$ cat config.mk
export PLATFORM = sky130hd
export DESIGN_NAME = mem_stage_lsu
export DESIGN_NICKNAME = d
export VERILOG_FILES = /design/src/rtl/lsu_pkg.sv /design/src/rtl/lsu_align.sv /design/src/rtl/mem_stage_lsu.sv
export SDC_FILE = /design/constraint.sdc
export NUM_CORES = 1
export LEC_CHECK = 0
export BUFFER_PORTS_ARGS = -buffer_cell sky130_fd_sc_hd__buf_2
export CORE_ASPECT_RATIO = 0.6
export CORE_MARGIN = 3
export CORE_UTILIZATION = 52
export CTS_CLUSTER_DIAMETER = 200
export CTS_CLUSTER_SIZE = 8
export DETAILED_ROUTE_END_ITERATION = 10
export PLACE_DENSITY_LB_ADDON = 0.15
export SYNTH_ARGS = -nofsm -noshare
export SYNTH_HDL_FRONTEND = slang
export SYNTH_HIERARCHICAL = 1
export SYNTH_SLANG_ARGS = --single-unit
$ cat constraint.sdc
create_clock -name clk -period 2.5 [get_ports clk]
set_input_delay 0 -clock clk [delete_from_list [all_inputs] [get_ports clk]]
set_output_delay 0 -clock clk [all_outputs]
set_load 0.05 [all_outputs]
$ cat src/rtl/lsu_pkg.sv
// Shared encodings for the MEM-stage load/store unit.
package lsu_pkg;

   localparam logic [2:0] F3_B  = 3'b000;
   localparam logic [2:0] F3_H  = 3'b001;
   localparam logic [2:0] F3_W  = 3'b010;
   localparam logic [2:0] F3_BU = 3'b100;
   localparam logic [2:0] F3_HU = 3'b101;

   typedef enum logic {
      IDLE = 1'b0,
      WAIT = 1'b1
   } lsu_state_t;

   // Stores only have the signed encodings; loads also take BU/HU.
   function automatic logic f3_legal(input logic [2:0] f3, input logic store);
      logic ok;
      case (f3)
         F3_B, F3_H, F3_W: ok = 1'b1;
         F3_BU, F3_HU:     ok = ~store;
         default:          ok = 1'b0;
      endcase
      return ok;
   endfunction

endpackage

$ cat src/rtl/lsu_align.sv
// Byte-lane steering for stores, load extraction/extension, and access checks.
module lsu_align import lsu_pkg::*; #(
   parameter int XLEN = 32
) (
   input  logic            rd_en,
   input  logic            wr_en,
   input  logic [2:0]      funct3,
   input  logic [1:0]      offset,
   input  logic [XLEN-1:0] store_data,
   input  logic [2:0]      ld_funct3,
   input  logic [1:0]      ld_offset,
   input  logic [XLEN-1:0] rdata,
   output logic [3:0]      be,
   output logic [XLEN-1:0] wdata,
   output logic            illegal,
   output logic            misaligned,
   output logic [XLEN-1:0] ld_data
);

   logic [7:0]  byte_sel;
   logic [15:0] half_sel;

   always_comb begin
      be         = 4'h0;
      wdata      = store_data;
      misaligned = 1'b0;
      illegal    = (rd_en & wr_en) | ~f3_legal(funct3, wr_en);
      case (funct3)
         F3_B: begin
            be    = 4'b0001 << offset;
            wdata = {(XLEN/8){store_data[7:0]}};
         end
         F3_H: begin
            misaligned = offset[0];
            be         = 4'b0011 << offset;
            wdata      = {(XLEN/16){store_data[15:0]}};
         end
         F3_HU:   misaligned = offset[0];
         F3_W: begin
            misaligned = |offset;
            be         = 4'b1111;
         end
         default: be = 4'h0;
      endcase
      if (!wr_en) be = 4'b1111;
   end

   always_comb begin
      byte_sel = rdata[8*ld_offset +: 8];
      half_sel = ld_offset[1] ? rdata[31:16] : rdata[15:0];
      case (ld_funct3)
         F3_B:    ld_data = {{(XLEN-8){byte_sel[7]}}, byte_sel};
         F3_BU:   ld_data = {{(XLEN-8){1'b0}}, byte_sel};
         F3_H:    ld_data = {{(XLEN-16){half_sel[15]}}, half_sel};
         F3_HU:   ld_data = {{(XLEN-16){1'b0}}, half_sel};
         default: ld_data = rdata;
      endcase
   end

endmodule

$ cat src/rtl/mem_stage_lsu.sv
// MEM-stage load/store unit: issues data-memory accesses over a req/ack bus,
// stalls the pipeline while one is outstanding and drives the MEM/WB fields.
//
// state | meaning
// IDLE  | no access outstanding; non-memory ops and faults pass in one cycle
// WAIT  | request on the bus, dmem_* held until dmem_ack
module mem_stage_lsu import lsu_pkg::*; #(
   parameter int XLEN      = 32,
   parameter int RF_ADDR_W = 5
) (
   input  logic                 clk,
   input  logic                 rst,
   input  logic                 mem_we,
   input  logic [RF_ADDR_W-1:0] mem_rd,
   input  logic [XLEN-1:0]      mem_ALU_out,
   input  logic [XLEN-1:0]      mem_DataB,
   input  logic [XLEN-1:0]      mem_pc,
   input  logic                 mem_rd_en,
   input  logic                 mem_wr_en,
   input  logic [2:0]           mem_funct3,
   output logic                 dmem_req,
   output logic                 dmem_we,
   output logic [XLEN-1:0]      dmem_addr,
   output logic [XLEN-1:0]      dmem_wdata,
   output logic [3:0]           dmem_be,
   input  logic                 dmem_ack,
   input  logic [XLEN-1:0]      dmem_rdata,
   output logic                 stall,
   output logic                 wb_we,
   output logic [RF_ADDR_W-1:0] wb_rd,
   output logic [XLEN-1:0]      wb_data,
   output logic [XLEN-1:0]      wb_pc,
   output logic                 mem_fault
);

   lsu_state_t           state;
   logic                 op;
   logic                 fault;
   logic                 illegal;
   logic                 misaligned;
   logic [3:0]           al_be;
   logic [XLEN-1:0]      al_wdata;
   logic [XLEN-1:0]      ld_data;
   logic [1:0]           lat_off;
   logic [2:0]           lat_f3;
   logic                 lat_load;
   logic                 lat_we;
   logic [RF_ADDR_W-1:0] lat_rd;
   logic [XLEN-1:0]      lat_pc;
   logic [XLEN-1:0]      lat_alu;

   lsu_align #(.XLEN(XLEN)) u_align (
      .rd_en      (mem_rd_en),
      .wr_en      (mem_wr_en),
      .funct3     (mem_funct3),
      .offset     (mem_ALU_out[1:0]),
      .store_data (mem_DataB),
      .ld_funct3  (lat_f3),
      .ld_offset  (lat_off),
      .rdata      (dmem_rdata),
      .be         (al_be),
      .wdata      (al_wdata),
      .illegal    (illegal),
      .misaligned (misaligned),
      .ld_data    (ld_data)
   );

   assign op    = mem_rd_en | mem_wr_en;
   assign fault = op & (illegal | misaligned);
   // The ack cycle releases the pipeline so the next op enters IDLE right after.
   assign stall = (state == IDLE) ? (op & ~fault) : ~dmem_ack;

   always_ff @(posedge clk) begin
      if (rst) begin
         state      <= IDLE;
         dmem_req   <= 1'b0;
         dmem_we    <= 1'b0;
         dmem_addr  <= '0;
         dmem_wdata <= '0;
         dmem_be    <= 4'h0;
         wb_we      <= 1'b0;
         wb_rd      <= '0;
         wb_data    <= '0;
         wb_pc      <= '0;
         mem_fault  <= 1'b0;
         lat_off    <= 2'b00;
         lat_f3     <= 3'b000;
         lat_load   <= 1'b0;
         lat_we     <= 1'b0;
         lat_rd     <= '0;
         lat_pc     <= '0;
         lat_alu    <= '0;
      end else begin
         mem_fault <= 1'b0;
         case (state)
            IDLE: begin
               if (fault) begin
                  wb_we     <= 1'b0;
                  wb_pc     <= mem_pc;
                  mem_fault <= 1'b1;
               end else if (op) begin
                  state      <= WAIT;
                  dmem_req   <= 1'b1;
                  dmem_we    <= mem_wr_en;
                  dmem_addr  <= {mem_ALU_out[XLEN-1:2], 2'b00};
                  dmem_be    <= al_be;
                  dmem_wdata <= al_wdata;
                  lat_off    <= mem_ALU_out[1:0];
                  lat_f3     <= mem_funct3;
                  lat_load   <= mem_rd_en;
                  lat_we     <= mem_we;
                  lat_rd     <= mem_rd;
                  lat_pc     <= mem_pc;
                  lat_alu    <= mem_ALU_out;
                  wb_we      <= 1'b0;
               end else begin
                  wb_we   <= mem_we;
                  wb_rd   <= mem_rd;
                  wb_data <= mem_ALU_out;
                  wb_pc   <= mem_pc;
               end
            end
            WAIT: begin
               if (dmem_ack) begin
                  state    <= IDLE;
                  dmem_req <= 1'b0;
                  dmem_we  <= 1'b0;
                  dmem_be  <= 4'h0;
                  wb_we    <= lat_we;
                  wb_rd    <= lat_rd;
                  wb_pc    <= lat_pc;
                  wb_data  <= lat_load ? ld_data : lat_alu;
               end
            end
            default: state <= IDLE;
         endcase
      end
   end

endmodule
* After elaboration in Yosys (flattened, before gate mapping) *
Index checks and enable logic that the tools add are counted.

operators by class
  equality and inequality tests = 12
  shifts and indexed selects = 3
  mux-type cells = 41
  bitwise gates (word level) = 11
  reduce and logical (&&, ||, !) cells = 11

operators with widths
  operator             count
  $mux 32              7
  $pmux 32 s2          3
  $pmux 32 s4          1
  $shiftx 32x6->8      1
  $mux 16              1
  $mux 4               4
  $mux 5               3
  $mux 1               13
  $eq 3x3->1 const B   4
  $pmux 1 s2           6
  $pmux 4 s3           1
  $pmux 5 s2           1
  $reduce_and 3->1     3
  $ne 2x2->1 const B   4
  $pmux 4 s2           1
  $reduce_or 2->1      4
  $eq 3x1->1 const B   2
  $logic_not 3->1      2
  $not 1->1            5
  $shl 1x2->4 const A  1
  $shl 2x2->4 const A  1
  $and 1x1->1          3
  $eq 3x2->1 const B   1
  $ne 3x3->1 const B   1
  other kinds (3)      5

storage, ports and cells
  bits in registers = 216
  bits of input ports = 142
  word-level logic and storage cells = 96

* Longest topological paths before layout *
Gate-level depths: netlist of the first run.

  word-level depth = 10
  depth in mapped cells = 10
  mapped depth without buffers = 7

* Cells and area by module *
Netlist of the first run, hierarchy kept.

modules (own cells, without submodules)
  module         times used  cells an instance  area each (sq um)
  mem_stage_lsu  1           954                8,375.5
  lsu_align      1           190                1,216.2

* Worst setup path after synthesis of the first run *
Ideal clock, no wire load.

  path kind = register -> register
  start = register lat_off[0]
  end = register wb_data[19]
  library setup time = 122 ps
  data arrival time = 1,720 ps
  path slack = 659 ps
  cell stages (with the launch flop) = 8
  buffers on the path = 1
  period minus slack after synthesis = 1,841 ps
  cells stage by stage = dfxtp_1 > mux4_2 > o21ai_4 > buf_6 > nand2_1 > mux2i_1 > nor2_1 > a221o_1

between the ends
  word-level cells in the longest chain between the ends = 5

ends and longest elaborated chain
  item                    line                  text
  from (decl)             mem_stage_lsu.sv:44   logic [1:0] lat_off;
  from (signal assigned)  mem_stage_lsu.sv:108  lat_off <= mem_ALU_out[1:0];
  $shiftx 32x6->8         lsu_align.sv:49       byte_sel = rdata[8*ld_offset +: 8];
  $pmux 32 s4             lsu_align.sv:51       case (ld_funct3)
  via ld_data[19]         mem_stage_lsu.sv:43   logic [XLEN-1:0] ld_data;
  $mux 32                 mem_stage_lsu.sv:132  wb_data <= lat_load ? ld_data : lat_alu;
  $mux 32                 mem_stage_lsu.sv:124  if (dmem_ack) begin
  $pmux 32 s2             mem_stage_lsu.sv:95   case (state)
  to (signal assigned)    mem_stage_lsu.sv:119  wb_data <= mem_ALU_out;
  to (signal assigned)    mem_stage_lsu.sv:132
  to (decl)               mem_stage_lsu.sv:31   output logic [XLEN-1:0] wb_data,

The timed path passes the listed nets, and every way through them passes these cells. The select of a mux whose other input is x is not followed.
A chain may end at the register's enable or synchronous reset.

* Worst setup path after layout of the first run *
  start = input port mem_funct3[1]
  end = register wb_pc[6]

between the ends
  word-level cells in the longest chain between the ends = 9

ends and longest elaborated chain
  item                                                line                  text
  from (decl)                                         mem_stage_lsu.sv:20   input logic [2:0] mem_funct3,
  $eq 3x1->1 (tied with other cells)                  lsu_pkg.sv:18         case (f3)
  $reduce_or 3->1 or $reduce_or 2->1 (tied branches)  lsu_pkg.sv:18
  $pmux 1 s2 *                                        lsu_pkg.sv:18
  $not 1->1 *                                         lsu_align.sv:27       illegal = (rd_en & wr_en) | ~f3_legal(funct3, wr_en);
  $or 1x1->1 *                                        lsu_align.sv:27
  via illegal                                         mem_stage_lsu.sv:39   logic illegal;
  $or 1x1->1 *                                        mem_stage_lsu.sv:69   assign fault = op & (illegal | misaligned);
  $and 1x1->1 *                                       mem_stage_lsu.sv:69
  $mux 32 or $ne 3x3->1 (tied branches)               --
  $pmux 32 s2 or $reduce_and 2->1 (tied branches)     --
  to (signal assigned)                                mem_stage_lsu.sv:99   wb_pc <= mem_pc;
  to (signal assigned)                                mem_stage_lsu.sv:120  wb_pc <= mem_pc;
  to (signal assigned)                                mem_stage_lsu.sv:131  wb_pc <= lat_pc;
  to (decl)                                           mem_stage_lsu.sv:32   output logic [XLEN-1:0] wb_pc,

Mark *: on every way through the listed nets, which the timed path passes. The rest lies on a longest branch.

==> results of run 1 <==
power groups by stage:
stage | combinational, W | sequential, W | clock [W]
global placement | 0.00199 | 0.00335 | 0
floorplan | 0.00106 | 0.00377 | 0
global route | 0.00231 | 0.00332 | 0.00286
detailed placement | 0.00201 | 0.00335 | 0
CTS | 0.00213 | 0.00329 | 0.00273
finish | 0.00218 | 0.00329 | 0.00271
per-stage QoR:
stage	util	hold WS, ps	cells	worst slack [ps]
6_report	0.696	15.1	1668	300
4_1_cts	0.693	0.141	1659	68.1
3_5_place_dp	0.607	249	1533	405
2_1_floorplan	-	139	1145	659
3_3_place_gp	0.607	240	1533	459
5_1_grt	0.696	32.2	1666	91.6
cell type report:
| type | instances | area, µm² | share of cell area |
|---|---|---|---|
| flip-flops and latches | 184 | 3680 | 0.301 |
| diodes | 3 | 7.51 | 0.000613 |
| clock inverters | 15 | 160 | 0.0131 |
| clock buffers | 17 | 425 | 0.0347 |
| multi-input cells | 794 | 4890 | 0.399 |
| well taps | 234 | 293 | 0.0239 |
| inverters | 4 | 15.0 | 0.00123 |
| repair buffers | 417 | 2780 | 0.227 |
Yosys cell counts (2+ instances only):
cell type / number
a211oi_1: 45
a21oi_1: 125
a221o_1: 33
a22oi_1: 3
a311oi_1: 32
buf_1: 4
buf_2: 44
buf_4: 50
buf_6: 22
clkbuf_1: 43
dfxtp_1: 184
inv_1: 4
mux2_2: 20
mux2i_1: 50
nand2_1: 57
nand2b_1: 6
nand3_1: 145
nand3b_1: 2
nor2_1: 46
nor2b_1: 37
nor3_1: 7
nor3_4: 4
o211ai_1: 6
o211ai_2: 5
o21ai_0: 50
o21ai_1: 99
critical path, cell delays in order:
cell           delay, ps
dlygate4sd3_1        530
buf_2                240
inv_1                100
o21ai_0              590
or2_2                470
buf_12               200
o21ai_0               80
a311oi_1             310
logic make-up after synthesis:
| group | synth area share |
|---|---|
| AO/OA/AOI/OAI | 0.261 |
| AND/OR/NAND/NOR | 0.169 |
| flip-flops | 0.384 |
| buffers and inverters | 0.108 |
| multiplexers | 0.0780 |
| other | 0.000391 |
sequential cells by signal (all words and copies together), names as in the netlist, 3 cells and up:
signal      cells
dmem_wdata     32
lat_pc         32
wb_data        32
wb_pc          32
lat_alu        31
lat_rd          5
wb_rd           5
dmem_be         4
lat_f3          3
routing by layer:
layer	share of wire	global-route usage	vias to the layer above
li1	-	-	4714
met1	0.45	0.468	4769
met2	0.44	0.478	564
met3	0.098	0.0721	31
met4	0.011	0.0639	0
met5	0	0	-
placed cells by master (no fill, tap or decap), drive strengths merged:
| cell type | count |
|---|---|
| clkbuf | 17 |
| nand3 | 145 |
| nand3b | 2 |
| diode | 3 |
| and2b | 2 |
| nor3 | 12 |
| a211oi | 45 |
| dlygate4sd3 | 94 |
| a221o | 33 |
| a311oi | 33 |
| a21oi | 125 |
| clkinv | 6 |
| o21bai | 1 |
| and2 | 1 |
| o21ai | 150 |
| nor2b | 38 |
| inv | 10 |
| a21boi | 1 |
| o311ai | 1 |
| clkinvlp | 2 |
| nor4 | 1 |
| mux4 | 1 |
| o211ai | 11 |
| or3 | 1 |
| mux2 | 20 |
| conb | 2 |
| bufinv | 1 |
| or4b | 1 |
| nor2 | 48 |
| nand2 | 58 |
| a22oi | 3 |
| dfxtp | 184 |
| mux2i | 50 |
| buf | 323 |
| nand2b | 7 |
| or2 | 2 |
worst max path at each step:
stage,startpoint,to,slack [ps]
after floorplan,lat_off[0]$_SDFFE_PP0P_,wb_data[19]$_SDFFE_PP0P_,660
after global placement,lat_off[0]$_SDFFE_PP0P_,wb_data[31]$_SDFFE_PP0P_,460
after detailed placement,lat_off[0]$_SDFFE_PP0P_,wb_data[24]$_SDFFE_PP0P_,400
after CTS,mem_funct3[1],stall,70
after global routing,mem_funct3[1],wb_pc[6]$_SDFFE_PP0P_,90
final,mem_funct3[1],wb_pc[6]$_SDFFE_PP0P_,300
what timing repair did:
| item | CTS | global route |
|---|---|---|
| setup endpoints to repair | 0 | 1 |
| hold buffers | 94 | 0 |
| setup buffers | 0 | 6 |
| hold endpoints to repair | 171 | 0 |
==> flow_summary.toml, run 1 <==
[run_status]
status = "complete, no violations"

[critical_path]
startpoint_type = "input port"
r2r-start = "lat_off[0]$_SDFFE_PP0P_"
crit_fanout = 17
r2r_slack_ps = 370
endpoint_kind = "flip-flop"
crit_type = "in2reg"
reg2regPathDepth = 6
r2r-end = "wb_data[29]$_SDFFE_PP0P_"
critical_path_arrival_ps = 2530
required_ps = 2830

[logic_synthesis]
yosysSeqAreaShare = 0.384
ys_ff_latch = 184
syn_avg_cell_area_um2 = 8.38
synth_warnings = 6
netlist.area_leader.share = 0.384
synth_area_leaders = "dfxtp_1 38%, nand3_1 7.6%, a21oi_1 6.5%"
syn_area_um2 = 9590
synth_edf_count = 0
ys_async_sr_fraction = 0
synth.largest_area_cell = "dfxtp_1"
ys.flop_type = "dfxtp_1"
syn_inst = 1144
yosysUniqueCellTypes = 47

[global_route]
grt_max_degree = 85
grt_pass1_vias = 9459
overflow = 0
antenna_found_initial = 1
grt_usage = 0.318
grt_pass1_wl_um = 52800

[power_and_ir_drop]
p_seq_frac = 0.403
vdd_drop_max_uv = 448
p_per_area_nw_per_um2 = 668
power.switching_w = 0.00291
total_power_w = 0.00818
p_comb_frac = 0.266
p_leak_nw = 4.96
p_int_w = 0.00527
p_sw_frac = 0.356
p_clk_frac = 0.332

[timing]
final.period_utilization = 0.880
final.min_clock_period_ps = 2200
grt_setup_unrepaired = "false"
setup_viol = 0
max_freq_mhz = 455
hold_viol = 0
finalClockSkew_ps = 12.4
finalMaxSlewViolations = 0
worst_slew_pin_slew_ps = 712
slew_headroom = 0.520
tns_ps = 0

[min_path]
min_from = "mem_DataB[13]"
min_delay_worst_endpoint = "dmem_wdata[13]$_SDFFE_PP0P_"
hold_depth = 4
holdCritPathClass = "in2reg"

[routing]
drc = 0
vias = 10100
ant_nets = 0
firstDrtPassIters = 7
drtIter0Drc = 1190
vias_per_cell = 6.04
routed_wl_um = 33200
drt-wirelength-per-cell_um = 19.9

[placement]
portBuffers = 281
placed_area_um2 = 10700
place.gp.congestion = 0.910
place_hpwl_um = 21600

[cts]
htreeDepth = 4
cts_buffers = 17
clk_pin_slew_ps = 70
ctsLongestPathBuffers = 2
tritoncts = "yes"
clock_latency_ps = 430
cts_root_buffer = "clkbuf_16"
ctsResizeCount = 0
clock_sinks = 184

[die]
dieArea_um2 = 20200
dieWidth_um = 181
start_util = 0.545
rows = 37
core-area_um2 = 17600
num_io_pins = 284
die_h_um = 111

[run]
maxCapViolCount = 0

[finish]
fill_cells = 1445
fin_nets = 1560
layout-drive-gt1-share = 0.280
stdcell_area_um2 = 12300
area_growth_pct = 27.7
(Power assumes the default switching activity.)
==> run 2, diff against run 1 <==
--- a/config.mk
+++ b/config.mk
@@ -6,9 +6,11 @@
 export NUM_CORES = 1
 export LEC_CHECK = 0
 export BUFFER_PORTS_ARGS = -buffer_cell sky130_fd_sc_hd__buf_2
+export CAP_MARGIN = 20
 export CORE_ASPECT_RATIO = 0.6
 export CORE_MARGIN = 3
-export CORE_UTILIZATION = 52
+export CORE_UTILIZATION = 54
+export CTS_BUF_LIST = sky130_fd_sc_hd__clkbuf_4 sky130_fd_sc_hd__clkbuf_8
 export CTS_CLUSTER_DIAMETER = 200
 export CTS_CLUSTER_SIZE = 8
 export DETAILED_ROUTE_END_ITERATION = 10
==> constraint.sdc (replaced) <==
create_clock -name clk -period 2.2 [get_ports clk]
set_input_delay 0 -clock clk [delete_from_list [all_inputs] [get_ports clk]]
set_output_delay 0 -clock clk [all_outputs]
set_load 0.05 [all_outputs]
==> run 2 against run 1 <==
Largest power group unchanged. Critical path depth increased by 1. Worst hold slack improved by 16 ps. Flip-flop and latch count unchanged.
==> flow_summary.toml, run 2 (synthesis gave the netlist of run 1 again) <==
[routing]
routed_wl_um = 33300
drtIter0Drc = 1250
drc = 0
firstDrtPassIters = 5
vias_per_cell = 6.03
vias = 10200
drt-wirelength-per-cell_um = 19.7
ant_nets = 0

[timing]
hold_ws_ps = 31.5
tns_ps = 0
finalClockSkew_ps = 16.9
grt_setup_unrepaired = "false"
finalMaxSlewViolations = 0
max_freq_mhz = 486
final.period_utilization = 0.935
slew_headroom = 0.502
hold_viol = 0
setup_viol = 0
final.min_clock_period_ps = 2060
worst_slew_pin_slew_ps = 747
finalWorstSetupSlack_ps = 144

[critical_path]
startpoint_type = "input port"
endpoint_kind = "primary output"
crit_fanout = 8
required_ps = 2200
crit_type = "in2out"
critical_path_arrival_ps = 2060
r2r_slack_ps = 160

[finish]
final_util = 0.713
area_growth_pct = 28.3
layout-drive-gt1-share = 0.276
layout_commonest_cell = "buf_2"
fin_cells = 1688
final_cell_mix = "278 x buf_2, 183 x dfxtp_1, 145 x nand3_1, 125 x a21oi_1, 115 x dlygate4sd3_1"
fin_nets = 1582

[power_and_ir_drop]
p_clk_frac = 0.276
vdd_drop_max_uv = 347
p_seq_frac = 0.432
p_sw_frac = 0.375
power.switching_w = 0.00324
p_leak_nw = 4.98
p_comb_frac = 0.292
p_per_area_nw_per_um2 = 702
p_int_w = 0.00540

[die]
start_util = 0.555
die_h_um = 109
rows = 37
num_io_pins = 284
dieWidth_um = 178
dieArea_um2 = 19500
core-area_um2 = 17300

[placement]
dp_slack_ps = 167
portBuffers = 281
place.gp.congestion = 0.952
place_hpwl_um = 21000
dp.cells = 1536

[global_route]
grt_pass1_wl_um = 50700
grt_max_degree = 76
antenna_found_initial = 1
grt_pass1_vias = 9355
overflow = 0
grt_usage = 0.327

[run_status]
status = "complete, no violations"

[cts]
clk_pin_slew_ps = 110
tritoncts = "yes"
cts_buffers = 17
htreeDepth = 4
cts_root_buffer = "clkbuf_8"
clock_latency_ps = 480
clock_sinks = 184
ctsLongestPathBuffers = 2

[run]
maxCapViolCount = 0

[min_path]
holdCritPathClass = "in2reg"
run 2: cell types whose count changed in the layout (fill, tap and decap cells not counted), sizes merged:
cell,change
buf,-1
clkinv,-1
clkbuf,+3
diode,-2
dlygate4sd3,+21
inv,+1
clkinvlp,-1
run 2: final cells by class:
class	instances	area [µm²]
repair buffers	439	3010
fillers	1338	4960
clock buffers	18	248
multi-input cells	794	4890
flip-flops and latches	184	3680
clock inverters	14	161
inverters	4	15.0
well taps	234	293
diodes	1	2.50
run 2: worst max-delay path, cell delays in order:
cell and delay, ps:
dlygate4sd3_1 570, buf_2 200, o211ai_1 170, o21ai_0 150, buf_4 190, nor3_4 270
nand2_1 130, nand2_1 130, clkbuf_4 240
run 2: layer usage:
metal,up-vias,track usage,share of wire
met5,-,0,0
met4,0,0.0879,0.016
met3,47,0.0748,0.10
met2,575,0.495,0.44
met1,4832,0.470,0.44
li1,4733,-,-
run 2: power groups by stage:
stage               Clock, W  Combinational (W)  Sequential, W
detailed placement         0            0.00230        0.00380
global route         0.00255            0.00267        0.00376
CTS                  0.00241            0.00246        0.00373
finish               0.00238            0.00252        0.00373
floorplan                  0            0.00121        0.00428
global placement           0            0.00228        0.00380
run 2: stage by stage:
step / instance area, µm² / power, W
6_report: 12300 / 0.00864
5_1_grt: 12300 / 0.00898
4_1_cts: 12300 / 0.00860
3_5_place_dp: 10700 / 0.00610
3_3_place_gp: 10700 / 0.00607
2_1_floorplan: 9600 / 0.00549
run 2: path summary, 6_finish.rpt:
check                                   to  depth (start not counted)                    start
setup / recovery                     stall                          9           mem_ALU_out[0]
hold / removal    wb_data[16]$_SDFFE_PP0P_                          6           dmem_rdata[16]
setup reg to reg   wb_data[9]$_SDFFE_PP0P_                          7  lat_off[0]$_SDFFE_PP0P_
hold reg to reg       dmem_we$_SDFFE_PP0P_                          2     dmem_we$_SDFFE_PP0P_
run 2: repair_timing:
item / in CTS / in global routing
hold endpoints to repair: 178 / 0
buffers inserted: 0 / 3
setup endpoints to repair: 0 / 13
resized for setup: 0 / 3
hold buffers: 115 / 0
